--- src/rtl/tmr_mon_pkg.sv ---
// Shared types for the TMR fault monitor.
// When TMR_MON_TIMESTAMP_EN is defined, the event record also carries a cycle timestamp.
package tmr_mon_pkg;

  localparam int unsigned TS_W = 32;

  typedef enum logic [2:0] {
    CLS_OK      = 3'd0,
    CLS_SINGLE1 = 3'd1,
    CLS_SINGLE2 = 3'd2,
    CLS_SINGLE3 = 3'd3,
    CLS_UNCORR  = 3'd4
  } cls_e;

  typedef enum logic [1:0] {
    KIND_TRANSIENT  = 2'd0,
    KIND_PERSISTENT = 2'd1,
    KIND_UNCORR     = 2'd2
  } evt_kind_e;

  typedef struct packed {
`ifdef TMR_MON_TIMESTAMP_EN
    logic [TS_W-1:0] stamp;
`endif
    logic [1:0]      lane;
    evt_kind_e       kind;
  } evt_rec_t;

  // Classify a sample from the three pairwise equality results.
  function automatic cls_e classify(input logic eq12, input logic eq13, input logic eq23);
    cls_e c;
    if (eq12 && eq13)       c = CLS_OK;
    else if (eq23 && !eq12) c = CLS_SINGLE1;
    else if (eq13 && !eq12) c = CLS_SINGLE2;
    else if (eq12 && !eq13) c = CLS_SINGLE3;
    else                    c = CLS_UNCORR;
    return c;
  endfunction

endpackage

--- src/rtl/tmr_lane_tracker.sv ---
// Per-lane statistics: saturating error counter, consecutive-fault streak and sticky failed flag.
module tmr_lane_tracker
  import tmr_mon_pkg::*;
#(
  parameter int unsigned CNT_W   = 8,
  parameter int unsigned PERSIST = 4
) (
  input  logic             clk,
  input  logic             rst,
  input  logic             clr,
  input  logic             sample_en,
  input  logic             hit,
  output logic [CNT_W-1:0] err_cnt,
  output logic             failed,
  output logic             fail_set_c
);

  localparam int unsigned STREAK_W = 8;

  logic [CNT_W-1:0]    err_cnt_q, err_cnt_d;
  logic [STREAK_W-1:0] streak_q, streak_d, streak_inc;
  logic                failed_q, failed_d;

  always_comb begin
    err_cnt_d  = err_cnt_q;
    streak_d   = streak_q;
    failed_d   = failed_q;
    fail_set_c = 1'b0;
    streak_inc = (streak_q == '1) ? streak_q : streak_q + STREAK_W'(1);
    if (clr) begin
      err_cnt_d = '0;
      streak_d  = '0;
      failed_d  = 1'b0;
    end else if (sample_en) begin
      if (hit) begin
        streak_d = streak_inc;
        if (err_cnt_q != '1) err_cnt_d = err_cnt_q + CNT_W'(1);
        // Flag rises on the sample that brings the streak to PERSIST.
        if (!failed_q && (streak_inc >= STREAK_W'(PERSIST))) begin
          failed_d   = 1'b1;
          fail_set_c = 1'b1;
        end
      end else begin
        streak_d = '0;
      end
    end
  end

  always_ff @(posedge clk or posedge rst) begin
    if (rst) begin
      err_cnt_q <= '0;
      streak_q  <= '0;
      failed_q  <= 1'b0;
    end else begin
      err_cnt_q <= err_cnt_d;
      streak_q  <= streak_d;
      failed_q  <= failed_d;
    end
  end

  assign err_cnt = err_cnt_q;
  assign failed  = failed_q;

endmodule

--- src/rtl/tmr_fault_monitor.sv ---
// Observes three replica values, tracks per-lane faults and emits prioritised events over a valid/ready port.
// Optional: TMR_MON_TIMESTAMP_EN adds evt_time, stamped from a free-running cycle counter.
module tmr_fault_monitor
  import tmr_mon_pkg::*;
#(
  parameter int unsigned WIDTH   = 64,
  parameter int unsigned CNT_W   = 8,
  parameter int unsigned PERSIST = 4
) (
  input  logic             clk,
  input  logic             rst,
  input  logic             sample_en,
  input  logic [WIDTH-1:0] q_1,
  input  logic [WIDTH-1:0] q_2,
  input  logic [WIDTH-1:0] q_3,
  input  logic             clr,
  output logic             evt_valid,
  input  logic             evt_ready,
  output logic [1:0]       evt_lane,
  output logic [1:0]       evt_kind,
  output logic             evt_overflow,
`ifdef TMR_MON_TIMESTAMP_EN
  output logic [31:0]      evt_time,
`endif
  output logic [CNT_W-1:0] err_cnt_1,
  output logic [CNT_W-1:0] err_cnt_2,
  output logic [CNT_W-1:0] err_cnt_3,
  output logic [2:0]       lane_failed
);

  typedef enum logic {S_IDLE = 1'b0, S_HOLD = 1'b1} state_e;

  state_e   state_q, state_d;
  cls_e     prev_q, prev_d;
  evt_rec_t rec_q, rec_d, new_rec_c;
  logic     ovf_q, ovf_d;
  logic     gen_c;
  cls_e     cls_c;
  logic [2:0] hit_c, fail_set_c;

  assign cls_c = classify(q_1 == q_2, q_1 == q_3, q_2 == q_3);
  assign hit_c = {cls_c == CLS_SINGLE3, cls_c == CLS_SINGLE2, cls_c == CLS_SINGLE1};

  tmr_lane_tracker #(.CNT_W(CNT_W), .PERSIST(PERSIST)) u_lane1 (
    .clk(clk), .rst(rst), .clr(clr), .sample_en(sample_en), .hit(hit_c[0]),
    .err_cnt(err_cnt_1), .failed(lane_failed[0]), .fail_set_c(fail_set_c[0]));
  tmr_lane_tracker #(.CNT_W(CNT_W), .PERSIST(PERSIST)) u_lane2 (
    .clk(clk), .rst(rst), .clr(clr), .sample_en(sample_en), .hit(hit_c[1]),
    .err_cnt(err_cnt_2), .failed(lane_failed[1]), .fail_set_c(fail_set_c[1]));
  tmr_lane_tracker #(.CNT_W(CNT_W), .PERSIST(PERSIST)) u_lane3 (
    .clk(clk), .rst(rst), .clr(clr), .sample_en(sample_en), .hit(hit_c[2]),
    .err_cnt(err_cnt_3), .failed(lane_failed[2]), .fail_set_c(fail_set_c[2]));

`ifdef TMR_MON_TIMESTAMP_EN
  logic [TS_W-1:0] cyc_q;
  always_ff @(posedge clk or posedge rst) begin
    if (rst) cyc_q <= '0;
    else     cyc_q <= cyc_q + TS_W'(1);
  end
  assign evt_time = rec_q.stamp;
`endif

  // Event source selection, highest priority first; losers are simply discarded.
  always_comb begin
    gen_c     = 1'b0;
    new_rec_c = '0;
`ifdef TMR_MON_TIMESTAMP_EN
    new_rec_c.stamp = cyc_q;
`endif
    if (!clr) begin
      if (sample_en && (cls_c == CLS_UNCORR) && (prev_q != CLS_UNCORR)) begin
        gen_c          = 1'b1;
        new_rec_c.lane = 2'd0;
        new_rec_c.kind = KIND_UNCORR;
      end else if (|fail_set_c) begin
        gen_c          = 1'b1;
        new_rec_c.lane = fail_set_c[0] ? 2'd1 : (fail_set_c[1] ? 2'd2 : 2'd3);
        new_rec_c.kind = KIND_PERSISTENT;
      end else if (sample_en && (|hit_c) && (cls_c != prev_q)) begin
        gen_c          = 1'b1;
        new_rec_c.lane = hit_c[0] ? 2'd1 : (hit_c[1] ? 2'd2 : 2'd3);
        new_rec_c.kind = KIND_TRANSIENT;
      end
    end
  end

  always_comb begin
    state_d = state_q;
    rec_d   = rec_q;
    ovf_d   = ovf_q;
    prev_d  = sample_en ? cls_c : prev_q;
    if (clr) begin
      state_d = S_IDLE;
      rec_d   = '0;
      ovf_d   = 1'b0;
      prev_d  = CLS_OK;
    end else begin
      case (state_q)
        S_IDLE: begin
          if (gen_c) begin
            rec_d   = new_rec_c;
            state_d = S_HOLD;
          end
        end
        S_HOLD: begin
          if (evt_ready) begin
            if (gen_c) rec_d = new_rec_c;
            else       state_d = S_IDLE;
          end else if (gen_c) begin
            ovf_d = 1'b1;
          end
        end
        default: state_d = S_IDLE;
      endcase
    end
  end

  always_ff @(posedge clk or posedge rst) begin
    if (rst) begin
      state_q <= S_IDLE;
      rec_q   <= '0;
      ovf_q   <= 1'b0;
      prev_q  <= CLS_OK;
    end else begin
      state_q <= state_d;
      rec_q   <= rec_d;
      ovf_q   <= ovf_d;
      prev_q  <= prev_d;
    end
  end

  assign evt_valid    = (state_q == S_HOLD);
  assign evt_lane     = rec_q.lane;
  assign evt_kind     = rec_q.kind;
  assign evt_overflow = ovf_q;

endmodule

--- config.mk ---
export PLATFORM = sky130hd
export DESIGN_NAME = tmr_fault_monitor
export DESIGN_NICKNAME = d
export VERILOG_FILES = /design/src/rtl/tmr_mon_pkg.sv /design/src/rtl/tmr_lane_tracker.sv /design/src/rtl/tmr_fault_monitor.sv
export SDC_FILE = /design/constraint.sdc
export NUM_CORES = 1
export LEC_CHECK = 0
export CORE_ASPECT_RATIO = 0.8
export CORE_UTILIZATION = 34
export CTS_CLUSTER_SIZE = 14
export DETAILED_ROUTE_END_ITERATION = 16
export GPL_TIMING_DRIVEN = 0
export PLACE_DENSITY = 0.64
export SYNTH_ARGS = -nofsm -noshare
export SYNTH_HDL_FRONTEND = slang
export SYNTH_SLANG_ARGS = --single-unit
--- constraint.sdc ---
create_clock -name clk -period 4 [get_ports clk]
set_clock_uncertainty 0.15 [all_clocks]
set_input_delay 0.8 -clock clk [delete_from_list [all_inputs] [get_ports clk]]
set_output_delay 0.8 -clock clk [all_outputs]
set_load 0.05 [all_outputs]
==> impl_metrics.toml <==
[worst_hold_path]
worst_hold_path_type = "flop to flop"
min_to = "u_lane2.streak_q[0]$_DFFE_PP0P_"
min-delay-start = "u_lane2.streak_q[0]$_DFFE_PP0P_"
worstHoldPathCells = 1

[critical_path]
cp_data_arrival_time_ns = 4.06
critical_path.cell_chain = "clkdlybuf4s50_1 > xnor2_1 > nand4_1 > nor4_4 > nand4_2 > inv_2 > buf_4 > buf_4 > buf_4 > buf_4 > buf_4 > buf_4 > buf_4 > nor4_2 > a22o_1 > a221o_1 > buf_4 > nor3_1 > nor2_1"
regToRegStartpoint = "u_lane3.streak_q[0]$_DFFE_PP0P_"
crit_path_category = "primary input to flop"
slowest_delay_ns = 0.53
critPathRequiredTime_ns = 4.06
critPathMostFrequentCell = "sky130_fd_sc_hd__buf_4"
worst_r2r_endpoint = "evt_valid$_DFF_PP0_"
timing.reg2reg.setup_slack_ns = 0.75
cp-end-kind = "flop"
crit_path_max_fanout = 3
startpoint_type = "primary input"
slowest_stage = "sky130_fd_sc_hd__clkdlybuf4s50_1"
r2r.worst_path.cells = 12

[sta]
fin_ws_ns = -0.000213
fin_crit_sh_pct = 100
finalHoldWorstSlack_ns = 0.357
timing.slew.headroom_pct = 58.9
worst_tran_pin_value_ns = 0.614
rsz0062_at_grt = "true"
final-max-slew-violation-count = 0
max_freq_mhz = 250
clock_period_minus_worst_slack_ns = 4.00
setup_violation_total_in_the_final_timing_report = 1
hold_viol = 0

[grt]
antenna_violations_before_repair = 3
overflow = 0
grt_usage_pct = 24.9
first_pass_grt_wire_length_um = 31500
grt_start_max_net_pins = 39
number_of_global_route_vias_before_repair = 5610

[detailed_routing]
dr.pass1.iters = 7
num_vias = 5913
drcViolationCount = 0
drt-vias-per-instance = 5.25
drt_iter0_markers = 461
routed_wl_um = 21700
count_of_antenna_violating_nets_left_after_detailed_routing = 0
avg_wl_per_cell_um = 19.3

[synthesis]
postSynthAreaPerCell_um2 = 8.59
synthFlopType = "sky130_fd_sc_hd__dfrtp_1"
synthArstFlopShare_pct = 100
yosys.cell_types.count = 59
ys_seq_elements = 60
synth.area.top_cells = "sky130_fd_sc_hd__xnor2_1 (32%), sky130_fd_sc_hd__dfrtp_1 (27%), sky130_fd_sc_hd__nand4_1 (5.8%)"
postSynthCellCount = 649
synth_area_leader_cell = "sky130_fd_sc_hd__xnor2_1"
synthesis.yosys.warnings = 0
post_synth_instance_area_um2 = 5580
edff_count_synth = 0
yosys.area.top_type_share_pct = 31.6
synth_seq_area_share_pct = 26.9
synth_fp_nets = 853

[power_and_ir_drop]
power.ir.vdd_worst_mv = 0.185
powerDensity_nw_per_um2 = 217
power.total_w = 0.00199
power.leakage_nw = 4.01

[clock_network]
h-tree-depth = 3
cts_hold_buf = 0
clock_sink_count = 60
cts_max_path_buffers = 2
numCtsBuffers = 9
ctsRootBufferMaster = "sky130_fd_sc_hd__clkbuf_16"
cts.reportedPaths.clkPinSlew_ns = 0.06
clock_tree_from_tritoncts = "done"
clk-insertion-delay-late_ns = 0.34

[floorplanning]
floorplan.core_area_um2 = 15900
dieWidth_um = 145
initial_core_util_pct = 35.1
chipHeight_um = 117
ioPinCount = 230
rows = 41
dieArea_um2 = 16900

[final_layout]
final_nets = 1107
area_overhead_vs_synth_pct = 64.9
finish.cell_count_without_fillers = 1127
layout.cells.most_common_list = "sky130_fd_sc_hd__xnor2_1 (158), sky130_fd_sc_hd__clkdlybuf4s50_1 (140), sky130_fd_sc_hd__dlymetal6s2s_1 (77)"
layout.cells.most_common = "sky130_fd_sc_hd__xnor2_1"
drive_gt1_share_pct = 12.4

[place]
place_worst_setup_slack_ns = -1.00
placed_cells_incl_taps = 1093
numPortBuffers = 228
place.detailed.hpwl_um = 17400
place_congestion = 0.972

[outcome]
failed_checks = "setup timing"
run_status = "finished, violations left"

[run]
max-cap-violations = 0
-- layout make-up --
| cell class | count | area [um2] |
|---|---|---|
| inverter | 15 | 61.3 |
| fill | 1454 | 6710 |
| antenna | 4 | 10.0 |
| buffer | 16 | 77.6 |
| tap | 215 | 269 |
| multi-input combinational | 558 | 4410 |
| clock inverter | 7 | 60.1 |
| timing repair buffer | 243 | 2590 |
| sequential | 60 | 1500 |
| clock buffer | 9 | 225 |
-- flip-flops by register name (all words and copies together), names as in the netlist --
name	cells
u_lane2.streak_q	8
u_lane3.failed	1
evt_valid	1
u_lane3.err_cnt	8
u_lane3.streak_q	8
u_lane2.err_cnt	8
u_lane2.failed	1
u_lane1.streak_q	8
evt_lane	2
evt_kind	2
prev_q	3
evt_overflow	1
u_lane1.err_cnt	8
u_lane1.failed	1
-- layer usage --
layer	up-vias	GRT usage [%]	part of all wire, %
met4	0	7.09	1.9
li1	2861	-	-
met2	202	38.7	44
met3	31	5.31	6.5
met1	2819	35.0	47
met5	-	0	0
-- repair_timing --
item / in CTS / in global routing
endpoints found under the setup margin: 40 / 31
setup buffers: 11 / 3
hold endpoints to repair: 0 / 0
gates resized for setup: 42 / 115
pin swaps: 20 / 62
-- through the flow --
| stage | utilization [%] | TNS (ns) | instance area (um2) |
|---|---|---|---|
| CTS | 54.7 | 0 | 8710 |
| detailed placement | 51.2 | -32.43 | 8150 |
| global placement | 51.1 | -34.69 | 8130 |
| global route | 57.8 | -0.113 | 9200 |
| floorplan | - | 0 | 5580 |
| finish | 57.8 | -0.000213 | 9200 |
-- where the power goes --
group          total, W  internal (W)  leakage [nW]  switching, W
Clock          0.000744      0.000428         0.131      0.000316
Combinational  0.000630      0.000339          3.05      0.000291
Sequential     0.000618      0.000613         0.833    0.00000578
-- worst max-delay path: cells and delay by family --
| family | cells | cell delay (ns) |
|---|---|---|
| compound gates | 2 | 0.63 |
| xor+xnor | 1 | 0.14 |
| buf+inv | 10 | 1.47 |
| simple gates | 6 | 1.02 |
-- logic make-up (layout without fill, tap and decap cells) --
| logic type | Yosys count | after routing | synth area share (%) |
|---|---|---|---|
| DFF | 60 | 60 | 26.9 |
| adders and majority gates | 7 | 7 | 1.57 |
| AOI/OAI and AO/OA | 110 | 110 | 13.1 |
| xor gates and xnor gates | 208 | 208 | 32.7 |
| buffers and inverters | 31 | 290 | 2.45 |
| and+or+nand+nor | 228 | 228 | 22.4 |
| muxes | 5 | 5 | 0.897 |
| other | 0 | 4 | 0 |
-- synthesized netlist by cell type (all sizes together), types with 5 or more instances --
library cell / number
a21oi: 36
mux2i: 5
nand4: 54
nand3: 14
dfrtp: 60
a22o: 5
o21ai: 29
xor2: 7
nor4: 18
nor2: 42
nor3: 12
or3: 10
buf: 6
and3: 14
a31oi: 10
inv: 12
ha: 7
nand2: 44
o31ai: 5
clkbuf: 10
xnor2: 201
-- worst max path at each step --
stage / from / end / slack, ns / depth (start not counted)
global route: q_2[41] / evt_kind[1]$_DFFE_PP0P_ / -0.04 / 15
finish: q_3[41] / evt_valid$_DFF_PP0_ / -0.0002 / 19
CTS: q_3[36] / evt_kind[1]$_DFFE_PP0P_ / 0.0005 / 15
detailed placement: q_1[0] / evt_kind[1]$_DFFE_PP0P_ / -1.00 / 15
global placement: q_1[0] / evt_lane[1]$_DFFE_PP0P_ / -1.07 / 14
floorplan: q_1[9] / evt_kind[1]$_DFFE_PP0P_ / 0.45 / 14
Power figures use the tool's default switching activity.
